$ cat src/rtl/pixel_pkg.sv
// Shared definitions for the pixel write engine: default frame geometry,
// K-bus field layout, command payload type and FSM state encoding.
package pixel_pkg;

    // Default frame and buffering geometry.
    localparam int unsigned FB_WIDTH_DEF   = 160;
    localparam int unsigned FB_HEIGHT_DEF  = 120;
    localparam int unsigned FIFO_DEPTH_DEF = 8;
    localparam int unsigned ADDR_W_DEF     = 15;

    // K-bus command layout: {X[23:16], Y[15:8], Colour[7:0]}.
    localparam int unsigned KBUS_W  = 24;
    localparam int unsigned FIELD_W = 8;
    localparam int unsigned X_MSB   = 23;
    localparam int unsigned Y_MSB   = 15;
    localparam int unsigned C_MSB   = 7;

    // Write-engine FSM states.
    typedef enum logic [1:0] {
        ST_IDLE  = 2'd0,
        ST_CHECK = 2'd1,
        ST_WRITE = 2'd2
    } state_e;

    // Decoded pixel command.
    typedef struct packed {
        logic [FIELD_W-1:0] x;
        logic [FIELD_W-1:0] y;
        logic [FIELD_W-1:0] c;
    } kbus_cmd_t;

    // Split a raw K-bus word into its fields.
    function automatic kbus_cmd_t unpack_cmd(input logic [KBUS_W-1:0] d);
        kbus_cmd_t cmd;
        cmd.x = d[X_MSB -: FIELD_W];
        cmd.y = d[Y_MSB -: FIELD_W];
        cmd.c = d[C_MSB -: FIELD_W];
        return cmd;
    endfunction

endpackage

$ cat src/rtl/pix_fifo.sv
// Synchronous command FIFO.
// Ports:
//   clk, rst_n      clock / async active-low reset
//   push, din       write request and data (ignored when full)
//   pop             read request (ignored when empty); dout is the current head
//   full, empty     registered status flags
//   full_nxt_c      combinational full flag as it will be after this edge
//   empty_nxt_c     combinational empty flag as it will be after this edge
module pix_fifo #(
    parameter int unsigned DEPTH = 8,
    parameter int unsigned WIDTH = 24
) (
    input  logic             clk,
    input  logic             rst_n,
    input  logic             push,
    input  logic [WIDTH-1:0] din,
    input  logic             pop,
    output logic [WIDTH-1:0] dout,
    output logic             full,
    output logic             empty,
    output logic             full_nxt_c,
    output logic             empty_nxt_c
);

    localparam int unsigned IDX_W = $clog2(DEPTH);
    localparam int unsigned PTR_W = IDX_W + 1;

    logic [WIDTH-1:0] mem_q [DEPTH];
    logic [PTR_W-1:0] wptr_q, wptr_d;
    logic [PTR_W-1:0] rptr_q, rptr_d;
    logic             full_q, empty_q;
    logic             push_ok, pop_ok;

    assign push_ok = push && !full_q;
    assign pop_ok  = pop  && !empty_q;

    // Next pointers; the extra MSB distinguishes full from empty on wrap.
    always_comb begin
        wptr_d = wptr_q;
        rptr_d = rptr_q;
        if (push_ok) wptr_d = wptr_q + PTR_W'(1);
        if (pop_ok)  rptr_d = rptr_q + PTR_W'(1);
    end

    assign full_nxt_c  = (wptr_d[IDX_W] != rptr_d[IDX_W]) &&
                         (wptr_d[IDX_W-1:0] == rptr_d[IDX_W-1:0]);
    assign empty_nxt_c = (wptr_d == rptr_d);

    // Pointer and flag registers.
    always_ff @(posedge clk or negedge rst_n) begin
        if (!rst_n) begin
            wptr_q  <= '0;
            rptr_q  <= '0;
            full_q  <= 1'b0;
            empty_q <= 1'b1;
        end else begin
            wptr_q  <= wptr_d;
            rptr_q  <= rptr_d;
            full_q  <= full_nxt_c;
            empty_q <= empty_nxt_c;
        end
    end

    // Storage array; contents are don't-care until written.
    always_ff @(posedge clk) begin
        if (push_ok) mem_q[wptr_q[IDX_W-1:0]] <= din;
    end

    assign dout  = mem_q[rptr_q[IDX_W-1:0]];
    assign full  = full_q;
    assign empty = empty_q;

endmodule

$ cat src/rtl/pixel_write_engine.sv
// Pixel write engine: accepts K-bus pixel commands, queues them, clips
// against the frame, linearises the address and writes surviving pixels to
// the framebuffer over a req/ack handshake.
// Ports:
//   clk, rst_n              clock / async active-low reset
//   kbus_valid, kbus_data   incoming command {X, Y, Colour}
//   kbus_ready              command accepted when valid && ready
//   fb_req, fb_addr,        framebuffer write request, held until fb_ack
//   fb_wdata, fb_ack
//   clip_count              saturating count of clipped commands
//   write_count             wrapping count of pixels written
//   busy                    FIFO non-empty or FSM not idle
module pixel_write_engine
    import pixel_pkg::*;
#(
    parameter int unsigned FB_WIDTH   = FB_WIDTH_DEF,
    parameter int unsigned FB_HEIGHT  = FB_HEIGHT_DEF,
    parameter int unsigned FIFO_DEPTH = FIFO_DEPTH_DEF,
    parameter int unsigned ADDR_W     = ADDR_W_DEF
) (
    input  logic              clk,
    input  logic              rst_n,
    input  logic              kbus_valid,
    input  logic [23:0]       kbus_data,
    output logic              kbus_ready,
    output logic              fb_req,
    output logic [ADDR_W-1:0] fb_addr,
    output logic [7:0]        fb_wdata,
    input  logic              fb_ack,
    output logic [7:0]        clip_count,
    output logic [15:0]       write_count,
    output logic              busy
);

    localparam int unsigned CNT_CLIP_W  = 8;
    localparam int unsigned CNT_WRITE_W = 16;

    // FIFO interface.
    logic              fifo_push, fifo_pop;
    logic [KBUS_W-1:0] fifo_dout;
    logic              fifo_full, fifo_empty;
    logic              fifo_full_nxt, fifo_empty_nxt;
    kbus_cmd_t         head;

    // State and datapath registers.
    state_e                 state_q, state_d;
    logic [FIELD_W-1:0]     x_q, x_d;
    logic [FIELD_W-1:0]     y_q, y_d;
    logic [FIELD_W-1:0]     c_q, c_d;
    logic                   fb_req_q, fb_req_d;
    logic [ADDR_W-1:0]      fb_addr_q, fb_addr_d;
    logic [7:0]             fb_wdata_q, fb_wdata_d;
    logic [CNT_CLIP_W-1:0]  clip_q, clip_d;
    logic [CNT_WRITE_W-1:0] wcnt_q, wcnt_d;
    logic                   ready_q, ready_d;
    logic                   busy_q, busy_d;
    logic                   clipped;

    // A push is blocked whenever the FIFO is full, regardless of a same-cycle pop.
    assign fifo_push = kbus_valid && !fifo_full;

    pix_fifo #(
        .DEPTH (FIFO_DEPTH),
        .WIDTH (KBUS_W)
    ) u_fifo (
        .clk         (clk),
        .rst_n       (rst_n),
        .push        (fifo_push),
        .din         (kbus_data),
        .pop         (fifo_pop),
        .dout        (fifo_dout),
        .full        (fifo_full),
        .empty       (fifo_empty),
        .full_nxt_c  (fifo_full_nxt),
        .empty_nxt_c (fifo_empty_nxt)
    );

    assign head = unpack_cmd(fifo_dout);

    // Out-of-frame test on the held command.
    assign clipped = (32'(x_q) >= FB_WIDTH) || (32'(y_q) >= FB_HEIGHT);

    // Next-state, datapath and counter logic.
    always_comb begin
        state_d    = state_q;
        x_d        = x_q;
        y_d        = y_q;
        c_d        = c_q;
        fb_req_d   = fb_req_q;
        fb_addr_d  = fb_addr_q;
        fb_wdata_d = fb_wdata_q;
        clip_d     = clip_q;
        wcnt_d     = wcnt_q;
        fifo_pop   = 1'b0;

        unique case (state_q)
            ST_IDLE: begin
                if (!fifo_empty) begin
                    fifo_pop = 1'b1;
                    x_d      = head.x;
                    y_d      = head.y;
                    c_d      = head.c;
                    state_d  = ST_CHECK;
                end
            end
            ST_CHECK: begin
                if (clipped) begin
                    if (clip_q != {CNT_CLIP_W{1'b1}}) begin
                        clip_d = clip_q + CNT_CLIP_W'(1);
                    end
                    state_d = ST_IDLE;
                end else begin
                    // In-range coordinates always fit in ADDR_W bits.
                    fb_addr_d  = ADDR_W'(y_q) * ADDR_W'(FB_WIDTH) + ADDR_W'(x_q);
                    fb_wdata_d = c_q;
                    fb_req_d   = 1'b1;
                    state_d    = ST_WRITE;
                end
            end
            ST_WRITE: begin
                if (fb_ack) begin
                    fb_req_d = 1'b0;
                    wcnt_d   = wcnt_q + CNT_WRITE_W'(1);
                    state_d  = ST_IDLE;
                end
            end
            default: begin
                fb_req_d = 1'b0;
                state_d  = ST_IDLE;
            end
        endcase

        ready_d = !fifo_full_nxt;
        busy_d  = !fifo_empty_nxt || (state_d != ST_IDLE);
    end

    // State and output registers.
    always_ff @(posedge clk or negedge rst_n) begin
        if (!rst_n) begin
            state_q    <= ST_IDLE;
            x_q        <= '0;
            y_q        <= '0;
            c_q        <= '0;
            fb_req_q   <= 1'b0;
            fb_addr_q  <= '0;
            fb_wdata_q <= '0;
            clip_q     <= '0;
            wcnt_q     <= '0;
            ready_q    <= 1'b0;
            busy_q     <= 1'b0;
        end else begin
            state_q    <= state_d;
            x_q        <= x_d;
            y_q        <= y_d;
            c_q        <= c_d;
            fb_req_q   <= fb_req_d;
            fb_addr_q  <= fb_addr_d;
            fb_wdata_q <= fb_wdata_d;
            clip_q     <= clip_d;
            wcnt_q     <= wcnt_d;
            ready_q    <= ready_d;
            busy_q     <= busy_d;
        end
    end

    assign kbus_ready  = ready_q;
    assign fb_req      = fb_req_q;
    assign fb_addr     = fb_addr_q;
    assign fb_wdata    = fb_wdata_q;
    assign clip_count  = clip_q;
    assign write_count = wcnt_q;
    assign busy        = busy_q;

endmodule

$ cat config.mk
export PLATFORM = sky130hd
export DESIGN_NAME = pixel_write_engine
export DESIGN_NICKNAME = d
export VERILOG_FILES = /design/src/rtl/pixel_pkg.sv /design/src/rtl/pix_fifo.sv /design/src/rtl/pixel_write_engine.sv
export SDC_FILE = /design/constraint.sdc
export NUM_CORES = 1
export LEC_CHECK = 0
export ABC_AREA = 0
export CAP_MARGIN = 10
export CORE_MARGIN = 4
export CORE_UTILIZATION = 45
export DETAILED_ROUTE_END_ITERATION = 6
export GPL_TIMING_DRIVEN = 0
export PLACE_DENSITY = 0.64
export SKIP_LAST_GASP = 1
export SLEW_MARGIN = 15
export SYNTH_ARGS = -nofsm -noshare
export SYNTH_HDL_FRONTEND = slang
export SYNTH_SLANG_ARGS = --single-unit
$ cat constraint.sdc
create_clock -name clk -period 6.9 [get_ports clk]
set_input_delay 1.38 -clock clk [delete_from_list [all_inputs] [get_ports clk]]
set_output_delay 1.38 -clock clk [all_outputs]
set_load 0.005 [all_outputs]
==> out/results.ini <==
[setup_path]
cp.required_ps = 7150
crit_path_top_delay_cell = nor4_2
path_max_fanout = 7
critical-path-max-stage-delay_ps = 710
cp.arrival_ps = 3390
start_kind = input pin
crit_chain = clkdlybuf4s50_1 > nand2_1 > nor4_2 > buf_4 > buf_2
crit_family = buffers and inverters
path_buf_inv = 3
endpoint_kind = flop
crit_type = in2reg

[cells_and_area]
postLayoutCoreUtil = 0.560
layout-drive-gt1-share = 0.207
n_antenna_cell = 0
syn_to_final_growth_pct = 22.5
fin_nets = 813

[synthesis]
synth_compound_area_frac = 0.0251
synth_edf_count = 192
syn_area_per_cell_um2 = 17.7
synth_top_family_by_area = multiplexers
synthAdderAreaFrac = 0.0251
synthXorXnorAreaFrac = 0.0332
syn-num-nets = 674
synth_simple_gate_area_frac = 0.0537
synth_seq_cells = 278
synth-main-ff-cell = edfxtp_1
synth.distinct_cells = 45
seq_area_frac_synth = 0.714
async_flop_share = 0.309
syn_area_mm2 = 0.0111
synth_warnings = 0
synthMuxAreaShare = 0.138
synthCells = 625

[clock_tree]
cts_buffers = 29
cts_htree_levels = 1
clk_latency_ps = 550
clk_pin_slew_ps = 60
post_cts_buffers = 0
cts_root_buf = clkbuf_16
clock_path_buffers = 3
ctsHoldBuffers = 0
clkSinkCount = 278
cts_tree = built
cts_resized = 0

[timing]
finalHoldViolCount = 0
tightest_slew_ps = 1010
fin_crit_ps = 3140
timing.fmax_mhz = 319
setup_tns_ps = 0
fin_skew_ps = 10.8
slew_violations = 0
setup_violations = 0
rsz0062_at_grt = no
max-slew-margin-rel = 0.327
period_share = 0.455

[floorplanning]
die_h_um = 165
initial_core_util = 0.457
die_w_um = 165
io_pins = 78
fp-row-count = 57
core_area_mm2 = 0.0242
die_area_mm2 = 0.0272

[pwr]
leakagePower_nw = 4.96
cellPowerDensity_mw_per_mm2 = 467
vdd_drop_max_mv = 0.292

[route]
ant_nets = 0
vias_per_cell = 5.26
drt_iter0_drc = 433
wire_per_inst_um = 20.3
postRouteWirelength_um = 22600
vias = 5848
drt_first_pass_iters = 5
drc = 0

[placed_design]
dpl.hpwl_um = 15900
place_congestion = 0.732
portBuffers = 77

[global_routing]
met1_usage = 0.231
gr-usage-met3 = 0.0265
grtUsageTotal = 0.172
grt_pass1_wl_um = 35500
grt_pass1_vias = 6177
antenna_found_initial = 0
grt_max_degree = 48
grt.overflow.total = 0
use_met2 = 0.300
gr-max-usage-layer = met2

[run_status]
status = finished, final reports clean

[flow_run]
drv_cap = 0

[hold_path]
hp-class = reg2reg

## per-layer routing
metal / wire [um] / share of wire
met4: 416 / 0.018
met1: 9400 / 0.42
met3: 1050 / 0.047
met5: 0 / 0
met2: 11700 / 0.52
## worst register-to-register path, stage by stage, from the launching register on
cell and delay (ps):
dfrtp_1 430, ha_1 320, ha_1 240, fa_1 420
xor2_1 230, nand2_1 100, nor4b_1 470, nand3_1 160
xnor2_1 160, o21ai_0 90
## power by group
| part | switching [W] | total [W] | internal (W) |
|---|---|---|---|
| clock | 0.000626 | 0.00164 | 0.00101 |
| sequential | 0.000207 | 0.00238 | 0.00217 |
| combinational | 0.00121 | 0.00232 | 0.00111 |
| total | 0.00204 | 0.00634 | 0.00430 |
## synth_stat cells (2+ instances only)
cell type	number	area, um^2
xor2_1	18	158
and4_1	3	26.3
buf_1	4	15.0
a21oi_1	28	140
and3_1	7	43.8
nor2b_1	2	12.5
clkbuf_1	16	60.1
nor4b_1	4	35.0
o21ai_0	15	75.1
buf_2	6	30.0
edfxtp_1	192	5770
mux4_2	48	1080
fa_1	2	40.0
dfrtp_1	85	2130
nor4_1	3	18.8
nor2_1	36	135
inv_1	3	11.3
ha_1	19	238
nand2_1	27	101
nor3_1	3	15.0
a211oi_1	2	15.0
nand4_1	6	37.5
mux2_2	16	180
mux2i_1	24	240
mux2_4	2	30.0
and3b_1	2	17.5
xnor2_1	24	210
nand2b_1	5	31.3
nand3_1	7	35.0
## through the flow
| stage | power, W | setup WS, ps | hold WS [ps] | std cells | instance area (um^2) |
|---|---|---|---|---|---|
| final | 0.00634 | 3760 | 476 | 1111 | 13600 |
| after global routing | 0.00674 | 3690 | 514 | 1111 | 13600 |
| after CTS | 0.00642 | 3730 | 479 | 1111 | 13600 |
| after detailed placement | 0.00476 | 3140 | 470 | 1057 | 12600 |
| after global placement | 0.00462 | -833 | 462 | 1026 | 12300 |
| after floorplan | 0.00392 | 2400 | 450 | 625 | 11100 |
## cells in the final DEF (no fill, tap or decap), types with 2 or more instances in the layout
cell             Yosys  layout
nor2_1              36      35
mux4_2              48      48
clkbuf_8             0       5
nor4_2               0       3
nand3_1              7       7
nand4_1              6       6
mux2_2              16      16
buf_4                0      16
dfrtp_1             85      85
a21oi_1             28      28
mux2i_1             24      24
clkinv_2             0       3
mux2_4               2       2
clkinv_1             0       4
nor4b_2              0       2
clkdlybuf4s50_1      0      76
clkbuf_1            16      21
buf_2                6      18
buf_1                4       4
bufinv_16            0       5
nor4b_1              4       2
buf_6                0       2
inv_1                3       3
edfxtp_1           192     192
nor3_2               1       3
nand2b_1             5       5
ha_1                19      19
xnor2_1             24      24
and4_1               3       3
a211oi_1             2       2
nor2b_1              2       2
nand2_1             27      27
o21ai_0             15      15
clkbuf_16            0      29
xor2_1              18      18
fa_1                 2       2
and3b_1              2       2
and3_1               7       7
## cells by family (layout without fill, tap and decap cells)
logic type | Yosys count | after routing
adder cells (fa/ha/maj) | 21 | 21
flip-flops | 278 | 278
AO/OA/AOI/OAI | 50 | 50
buffers and inverters | 29 | 191
multiplexers | 90 | 90
AND/OR/NAND/NOR | 115 | 115
XOR/XNOR | 42 | 42
## registers in the layout (all words and copies together) (netlist names), 2 cells and up
| signal | flops |
|---|---|
| x_q | 8 |
| fb_wdata | 8 |
| u_fifo.wptr_q | 4 |
| y_q | 8 |
| write_count | 16 |
| state_q | 2 |
| u_fifo.mem_q | 192 |
| u_fifo.rptr_q | 4 |
| fb_addr | 15 |
| c_q | 8 |
| clip_count | 8 |
## worst paths after layout
path | slack, ps | endpoint | startpoint | cells after the start
worst min-delay path | 480 | u_fifo.wptr_q[3]$_DFF_PN0_ | u_fifo.wptr_q[3]$_DFF_PN0_ | 1
max in group asynchronous | 5390 | x_q[6]$_DFFE_PN0P_ | rst_n | 2
worst max register to register | 4150 | fb_addr[14]$_DFFE_PN0P_ | y_q[1]$_DFFE_PN0P_ | 9
min in group asynchronous | 870 | fb_addr[1]$_DFFE_PN0P_ | rst_n | 1
worst min register to register | 480 | u_fifo.wptr_q[3]$_DFF_PN0_ | u_fifo.wptr_q[3]$_DFF_PN0_ | 1
worst max-delay path | 3760 | u_fifo.mem_q[2][14]$_DFFE_PP_ | kbus_valid | 5
## area by class of cell
| class | instances | area (um^2) |
|---|---|---|
| fill | 1914 | 10700 |
| sequential | 278 | 7920 |
| multi-input combinational | 318 | 3100 |
| timing repair buffer | 108 | 1010 |
| clock buffer | 39 | 813 |
| tap | 324 | 405 |
| clock inverter | 15 | 216 |
| buffer | 26 | 105 |
| inverter | 3 | 11.3 |
(Power assumes the default switching activity.)
